--- src/rtl/bt_hdr_hec_sequencer.sv ---
`default_nettype none
// ============================================================================
// Module   : bt_hdr_hec_sequencer
// Purpose  : Bluetooth packet-header transmit controller. It latches a header
//            and UAP, seeds the external serial HEC-8 generator with the UAP,
//            feeds it the header bits, reads the HEC back, and emits the
//            header+HEC bit stream under a valid/ready handshake.
// Ports    : clk, reset (async, active-high)
//            start, header_in, uap        - request from the link controller
//            tx_ready / tx_valid, tx_bit,
//            tx_last                      - serial stream to the serializer
//            busy, done                   - sequence status
//            hec_clear, hec_valid,
//            hec_data, hec_uap, hec_value - HEC generator interface
//            hec_out                      - last captured HEC
// Options  : define HDR_FEC13_EN to send every bit three times (rate-1/3
//            repetition FEC, 54 transfers per header).
// Revision : 1.0 - initial release
// ============================================================================
module bt_hdr_hec_sequencer #(
  parameter int HDR_LEN = 10,
  parameter int HEC_LEN = 8
) (
  input  logic               clk,
  input  logic               reset,
  input  logic               start,
  input  logic [HDR_LEN-1:0] header_in,
  input  logic [7:0]         uap,
  input  logic               tx_ready,
  output logic               tx_valid,
  output logic               tx_bit,
  output logic               tx_last,
  output logic               busy,
  output logic               done,
  output logic               hec_clear,
  output logic               hec_valid,
  output logic               hec_data,
  output logic [7:0]         hec_uap,
  input  logic [HEC_LEN-1:0] hec_value,
  output logic [HEC_LEN-1:0] hec_out
);

  localparam int HI_W = $clog2(HDR_LEN);
  localparam int HC_W = $clog2(HEC_LEN);

  localparam logic [4:0]      C_HDR_LAST = 5'(HDR_LEN - 1);
  localparam logic [4:0]      C_HEC_LAST = 5'(HEC_LEN - 1);
  localparam logic [HC_W-1:0] C_HEC_MSB  = HC_W'(HEC_LEN - 1);

  localparam logic [2:0] S_IDLE = 3'd0;
  localparam logic [2:0] S_CLR  = 3'd1;
  localparam logic [2:0] S_HDR  = 3'd2;
  localparam logic [2:0] S_CAP  = 3'd3;
  localparam logic [2:0] S_PAR  = 3'd4;
  localparam logic [2:0] S_FIN  = 3'd5;

  logic [2:0]         state_q, state_d;
  logic [4:0]         cnt_q, cnt_d;
  logic [HDR_LEN-1:0] hdr_q;
  logic [7:0]         uap_q;
  logic [HEC_LEN-1:0] hec_q;

  logic               w_in_hdr;
  logic               w_in_par;
  logic               w_xfer;
  logic               w_rep_last;
  logic               w_hdr_bit;
  logic               w_hec_bit;
  logic [HC_W-1:0]    w_hec_idx;

  assign w_in_hdr  = (state_q == S_HDR);
  assign w_in_par  = (state_q == S_PAR);
  assign w_xfer    = (w_in_hdr | w_in_par) & tx_ready;
  assign w_hdr_bit = hdr_q[cnt_q[HI_W-1:0]];
  // HEC leaves MSB first: parity bit j maps to hec_q[HEC_LEN-1-j].
  assign w_hec_idx = C_HEC_MSB - cnt_q[HC_W-1:0];
  assign w_hec_bit = hec_q[w_hec_idx];

`ifdef HDR_FEC13_EN
  // Repetition counter: each bit is held for three accepted transfers and
  // the bit counter only advances on the third one.
  logic [1:0] rep_q, rep_d;

  assign w_rep_last = (rep_q == 2'd2);

  always_comb begin
    rep_d = rep_q;
    if (!(w_in_hdr | w_in_par)) begin
      rep_d = 2'd0;
    end else if (tx_ready) begin
      rep_d = w_rep_last ? 2'd0 : (rep_q + 2'd1);
    end
  end

  always_ff @(posedge clk or posedge reset) begin
    if (reset) begin
      rep_q <= 2'd0;
    end else begin
      rep_q <= rep_d;
    end
  end
`else
  assign w_rep_last = 1'b1;
`endif

  // Next-state logic; the bit counter restarts at 0 on every state entry.
  always_comb begin
    state_d = state_q;
    cnt_d   = cnt_q;
    case (state_q)
      S_IDLE: begin
        if (start) begin
          state_d = S_CLR;
          cnt_d   = 5'd0;
        end
      end
      S_CLR: begin
        state_d = S_HDR;
        cnt_d   = 5'd0;
      end
      S_HDR: begin
        if (w_xfer && w_rep_last) begin
          if (cnt_q == C_HDR_LAST) begin
            state_d = S_CAP;
            cnt_d   = 5'd0;
          end else begin
            cnt_d = cnt_q + 5'd1;
          end
        end
      end
      S_CAP: begin
        state_d = S_PAR;
        cnt_d   = 5'd0;
      end
      S_PAR: begin
        if (w_xfer && w_rep_last) begin
          if (cnt_q == C_HEC_LAST) begin
            state_d = S_FIN;
            cnt_d   = 5'd0;
          end else begin
            cnt_d = cnt_q + 5'd1;
          end
        end
      end
      S_FIN: begin
        state_d = S_IDLE;
        cnt_d   = 5'd0;
      end
      default: begin
        state_d = S_IDLE;
        cnt_d   = 5'd0;
      end
    endcase
  end

  always_ff @(posedge clk or posedge reset) begin
    if (reset) begin
      state_q <= S_IDLE;
      cnt_q   <= 5'd0;
      hdr_q   <= '0;
      uap_q   <= 8'd0;
      hec_q   <= '0;
    end else begin
      state_q <= state_d;
      cnt_q   <= cnt_d;
      if ((state_q == S_IDLE) && start) begin
        hdr_q <= header_in;
        uap_q <= uap;
      end
      // Generator has absorbed every header bit by the CAP cycle.
      if (state_q == S_CAP) begin
        hec_q <= hec_value;
      end
    end
  end

  // Outputs decode directly from registered state, so reset forces them low.
  always_comb begin
    tx_valid  = w_in_hdr | w_in_par;
    tx_bit    = 1'b0;
    tx_last   = 1'b0;
    hec_data  = 1'b0;
    hec_valid = 1'b0;
    if (w_in_hdr) begin
      tx_bit    = w_hdr_bit;
      hec_data  = w_hdr_bit;
      // Only one shift per header bit, on its final accepted transfer.
      hec_valid = tx_ready & w_rep_last;
    end
    if (w_in_par) begin
      tx_bit  = w_hec_bit;
      tx_last = (cnt_q == C_HEC_LAST) & w_rep_last;
    end
  end

  assign busy      = (state_q == S_CLR) | w_in_hdr | (state_q == S_CAP) | w_in_par;
  assign done      = (state_q == S_FIN);
  assign hec_clear = (state_q == S_CLR);
  assign hec_uap   = uap_q;
  assign hec_out   = hec_q;

endmodule
`default_nettype wire

--- config.mk ---
export PLATFORM = sky130hd
export DESIGN_NAME = bt_hdr_hec_sequencer
export DESIGN_NICKNAME = d
export VERILOG_FILES = /design/src/rtl/bt_hdr_hec_sequencer.sv
export SDC_FILE = /design/constraint.sdc
export NUM_CORES = 1
export LEC_CHECK = 0
export ABC_AREA = 1
export BUFFER_PORTS_ARGS = -buffer_cell sky130_fd_sc_hd__buf_2
export CORE_ASPECT_RATIO = 0.9
export CORE_MARGIN = 2
export CORE_UTILIZATION = 30
export CTS_BUF_LIST = sky130_fd_sc_hd__clkbuf_4 sky130_fd_sc_hd__clkbuf_8
export DETAILED_ROUTE_END_ITERATION = 10
export GPL_ROUTABILITY_DRIVEN = 1
export PLACE_DENSITY = 0.63
export SETUP_SLACK_MARGIN = 0.02
export SLEW_MARGIN = 20
export SYNTH_ARGS = -nofsm -noshare
export SYNTH_HDL_FRONTEND = slang
export SYNTH_SLANG_ARGS = --single-unit
--- constraint.sdc ---
create_clock -name clk -period 1.6 [get_ports clk]
set_input_delay 0 -clock clk [delete_from_list [all_inputs] [get_ports clk]]
set_output_delay 0 -clock clk [all_outputs]
set_load 0.02 [all_outputs]
After elaboration in Yosys (flattened, before gate mapping)
Cells that the tools add are included.
{"block": "word_totals", "reg_bits": 34, "input_bits": 30, "wordCells": 50}
{"block": "classes", "n_addsub": 2, "n_lt_le_gt_ge": 2, "n_eq_ne": 12, "mux": 20, "bitwise_logic": 5, "n_reduce_logical": 4}
{"operator": "two-way mux 5 bit", "count": 5}
{"operator": "two-way mux 3 bit", "count": 5}
{"operator": "case mux 3 bit (5 select lines)", "count": 1}
{"operator": "case mux 5 bit (3 select lines)", "count": 1}
{"operator": "!= test 2 x 1 -> 1 bit, second input constant", "count": 4}
{"operator": "equality test 3 x 2 -> 1 bit, second input constant", "count": 2}
{"operator": "equality test 3 bit, second input constant", "count": 2}
{"operator": "two-way mux 1 bit", "count": 6}
{"operator": "adder 5 x 1 -> 5 bit, second input constant", "count": 1}
{"operator": "equality test 5 x 3 -> 1 bit, second input constant", "count": 1}
{"operator": "equality test 5 x 4 -> 1 bit, second input constant", "count": 1}
{"operator": "less-than comparator 4 x 5 -> 1 bit, second input constant", "count": 1}
{"operator": "AND reduction 5 bit", "count": 1}
{"operator": "binary-select mux 1 bit (select 4 bit)", "count": 1}
{"operator": "less-than comparator 3 x 4 -> 1 bit, second input constant", "count": 1}
{"operator": "bitwise OR 1 bit", "count": 4}
{"operator": "binary-select mux 1 bit (select 3 bit)", "count": 1}
{"operator": "equality test 3 x 1 -> 1 bit, second input constant", "count": 1}
{"operator": "logical NOT 3 bit", "count": 1}
{"operator": "AND reduction 3 bit", "count": 1}
{"operator": "subtractor 3 bit, first input constant", "count": 1}
{"operator": "!= test 2 bit, second input constant", "count": 1}
{"operator": "AND 1 bit", "count": 1}
{"operator": "logical AND 1 bit", "count": 1}

Logic depth before layout (Yosys ltp)
{"block": "depth", "depth_word": 5, "depth_mapped": 9}

Worst setup path before layout
No wires, ideal clock.
{"block": "synth_timing", "path_type": "flip-flop to flip-flop", "startpoint": "register cnt_q[1]", "endpoint": "register cnt_q[1]", "setup_ns": 0.126, "arrival_ns": 1.230, "required_ns": 1.474, "slack_ns": 0.245, "path_stages_with_launch": 9, "period_less_slack_ns": 1.355, "path_cell_list": "dfrtp_1 > buf_2 > inv_1 > ha_1 > nand3_1 > nand2_1 > o21ai_0 > nand2_2 > o22ai_2"}
{"block": "synth_between", "elab_chain_cells": 4, "elab_cells_between_ends": 8, "cone_classes": "add/sub (1); eq/ne (2); mux (5)"}
{"element": "start: declaration", "line_no": "58", "source": "logic [4:0] cnt_q, cnt_d;"}
{"element": "start signal: assignment", "line_no": "165", "source": "cnt_q <= cnt_d;"}
{"element": "adder 5 x 1 -> 5 bit, or another cell as far along", "line_no": "127, 141"}
{"element": "two-way mux 5 bit, on equally long branches", "line_no": "137, 123"}
{"element": "two-way mux 5 bit, on equally long branches", "line_no": "136, 122"}
{"element": "case mux 5 bit (3 select lines) *", "line_no": "110", "source": "case (state_q)"}
Every way passes the cells marked *; elsewhere a longest branch is shown, timed or not. The select of a mux whose other input is x is not followed.
A chain may end at the register's enable or synchronous reset.

Final worst setup path
{"block": "layout_timing", "startpoint": "register cnt_q[0]", "endpoint": "output tx_bit"}
{"block": "layout_between", "elab_chain_cells": 4, "elab_cells_between_ends": 7, "cone_classes": "add/sub (1); mux (6)"}
{"element": "subtractor 3 bit or binary-select mux 1 bit (select 4 bit) (tied branches)", "line_no": "76, 74"}
{"element": "binary-select mux 1 bit (select 3 bit) or two-way mux 1 bit (tied branches)", "line_no": "77, 74"}
{"element": "two-way mux 1 bit, on equally long branches", "line_no": "77, 184"}
{"element": "two-way mux 1 bit *", "line_no": "190", "source": "if (w_in_par) begin"}
{"element": "end: declaration", "line_no": "31", "source": "output logic tx_bit,"}
Marks and branches as above.

==> impl_metrics.ini <==
[synthesis]
synth.area.top_cells = dfrtp_1 (49%), mux2_2 (7.8%), inv_1 (5.2%)
netlist_area_um2 = 1730
synth_top_area_share = 0.492
synth_cells = 185
yosysTopAreaCell = dfrtp_1
yosys_warnings = 0
ys_ff_latch = 34
synth_nets = 217
synth_flop_cell = dfrtp_1
synth_edf_count = 0
avgSynthCellArea_um2 = 9.35
yosysUniqueCellTypes = 29
synth-async-reset-ratio = 1.00
seq_area_frac_synth = 0.492

[timing]
fin_crit_ps = 1530
worst_pin_slew_ps = 436
finalCritPeriodShare = 0.954
fmax_ghz = 0.655
grt_setup_unrepaired = true
finalSetupViolations = 0
report.final.hold_viol_count = 0
hold_slack_ps = 128
slew_headroom = 0.709
final_max_slew_viol_count = 0
skew_ps = 3.52

[grt]
grt_usage = 0.129
grt_pass1_vias = 1578
grt-ovfl-total = 0
antenna_found_initial = 0
grt_pass1_wl_um = 6750
grt_max_degree = 35

[cells_and_area]
antenna_cells = 0
layout-drive-gt1-share = 0.396
finalNonFillerCells = 343
layout_commonest_cell = buf_2
syn2layout_area_growth_pct = 44.8
layout_common_cells = buf_2 (50), dfrtp_1 (32), dlygate4sd3_1 (27)
n_fill_cell = 563
nets = 304

[clock_tree]
cts.sinks = 34
cts_tree = built
cts_max_path_buffers = 2
cts.clk_slew.worst_paths_ps = 70
cts-root-buf = clkbuf_8
cts_max_level = 2
cts_buffers = 5
worstSkewPairLatency_ps = 280

[critical_path]
worstPathRequired_ps = 1600
crit_chain = buf_6 -> nand2_1 -> nand3_2 -> nand3_2 -> nand3_1 -> nand2_1 -> nand2_2 -> nand2_2 -> buf_6
cp_slowest_cell = dfrtp_2
cp_max_fo = 5
crit_type = reg2out
end_kind = primary output
arrival_ps = 1530
slowest_delay_ps = 460
start_kind = register
critPathBufInv = 2
crit_family = simple AND/OR/NAND/NOR gates

[placed_design]
routabilityCongestion = 0.839
port_buffers = 53
dp.cells = 306
dp_hpwl_um = 2650

[detailed_routing]
first_iter_violations = 85
ant_nets = 0
wl_per_cell_um = 11.6
drt_wl_total_um = 3970
first_pass_iters = 4
dr_total_vias = 1551
drc = 0
viasPerCell = 4.52

[pwr]
power_leakage_nw = 1.28
pwr_density_cell_nw_per_um2 = 1760
vdd_drop_max_mv = 0.869

[floorplanning]
dieArea_um2 = 6390
start_util = 0.307
die_h_um = 76.0
core_um2 = 5630
fp.dieW_um = 84.0
pin_count = 54
num_rows = 26

[run_status]
status = finished, final reports clean

[run]
cap_viol_max_count = 0

[hold_path]
min_path_type = in2reg
==> what timing repair did <==
| action | 4_1_cts | 5_1_grt |
|---|---|---|
| buffers inserted | 2 | 0 |
| gates resized for setup | 2 | 16 |
| hold endpoints to repair | 60 | 0 |
| hold buffers | 27 | 0 |
| pin swaps | 0 | 1 |
| setup endpoints to repair | 3 | 4 |
==> report_power, final <==
part           switching (W)  internal (W)
Combinational        0.00128      0.000959
Sequential          0.000251       0.00125
Clock               0.000303      0.000364
Total                0.00183       0.00257
==> layer usage <==
metal,global-route usage,share of wire,routed length (µm),up-vias
met3,0.0314,0.047,187,7
met5,0,0,0,-
met2,0.225,0.48,1930,42
met4,0.0339,0.011,43,0
met1,0.159,0.46,1810,727
li1,-,-,-,775
==> worst register-to-register path: stages, from the launching register on <==
cell,delay [ps]
dfrtp_1,430
nor2_4,190
nand3_4,300
mux2_4,410
==> cell usage after synthesis, types with 2 or more instances <==
| master | count |
|---|---|
| nand2_1 | 23 |
| ha_1 | 2 |
| buf_4 | 2 |
| buf_2 | 3 |
| nand2_4 | 2 |
| nand2_2 | 3 |
| mux2_2 | 12 |
| nor2_1 | 21 |
| o211ai_1 | 2 |
| or2_2 | 2 |
| a21oi_1 | 14 |
| nor3_1 | 2 |
| o21ai_0 | 7 |
| inv_1 | 24 |
| dfrtp_1 | 34 |
| nand3_1 | 16 |
| mux2_4 | 4 |
==> logic make-up (layout without fill, tap and decap cells) <==
family                     count (synthesis)  after routing  synth area share
AOI/OAI and AO/OA                         26             26            0.0868
muxes                                     16             16             0.113
and+or+nand+nor                           74             74             0.209
DFF                                       34             34             0.492
buffers and inverters                     33            121            0.0847
adders and majority gates                  2              2            0.0145
==> per-stage QoR <==
step | setup WS, ps | TNS, ps | utilization | total power, W | cell area, µm²
after CTS | 31.4 | 0 | 0.437 | 0.00435 | 2460
after global placement | 176 | 0 | 0.368 | 0.00354 | 2070
after floorplan | 245 | 0 | - | 0.00301 | 1730
final | 73.3 | 0 | 0.445 | 0.00440 | 2500
after detailed placement | 147 | 0 | 0.368 | 0.00359 | 2070
after global routing | -36.6 | -45.3 | 0.445 | 0.00475 | 2500
==> worst paths after layout <==
| check | cells after the start | slack [ps] | endpoint | from |
|---|---|---|---|---|
| max | 9 | 70 | tx_bit | cnt_q[0] |
| min | 5 | 130 | state_q[0] | tx_ready |
| max reg2reg | 3 | 170 | hec_uap[3] | state_q[0] |
| min reg2reg | 1 | 510 | hec_uap[4] | hec_uap[4] |
| max in group asynchronous | 4 | 900 | cnt_q[0] | reset |
| min in group asynchronous | 4 | 370 | hec_uap[7] | reset |
==> flip-flops by register name (all words and copies together) (netlist names) <==
| name | cells |
|---|---|
| cnt_q | 5 |
| hec_out | 8 |
| state_q | 3 |
| hec_uap | 8 |
| hdr_q | 10 |
==> layout make-up <==
cell class / instances / area, µm² / area share
well taps: 70 / 87.6 / 0.0350
clock inverters: 1 / 5.00 / 0.00200
repair buffers: 87 / 611 / 0.244
inverters: 26 / 103 / 0.0410
clock buffers: 7 / 90.1 / 0.0360
multi-input cells: 118 / 754 / 0.301
flip-flops and latches: 34 / 853 / 0.341
No activity file was read; power rests on OpenSTA's default activity.
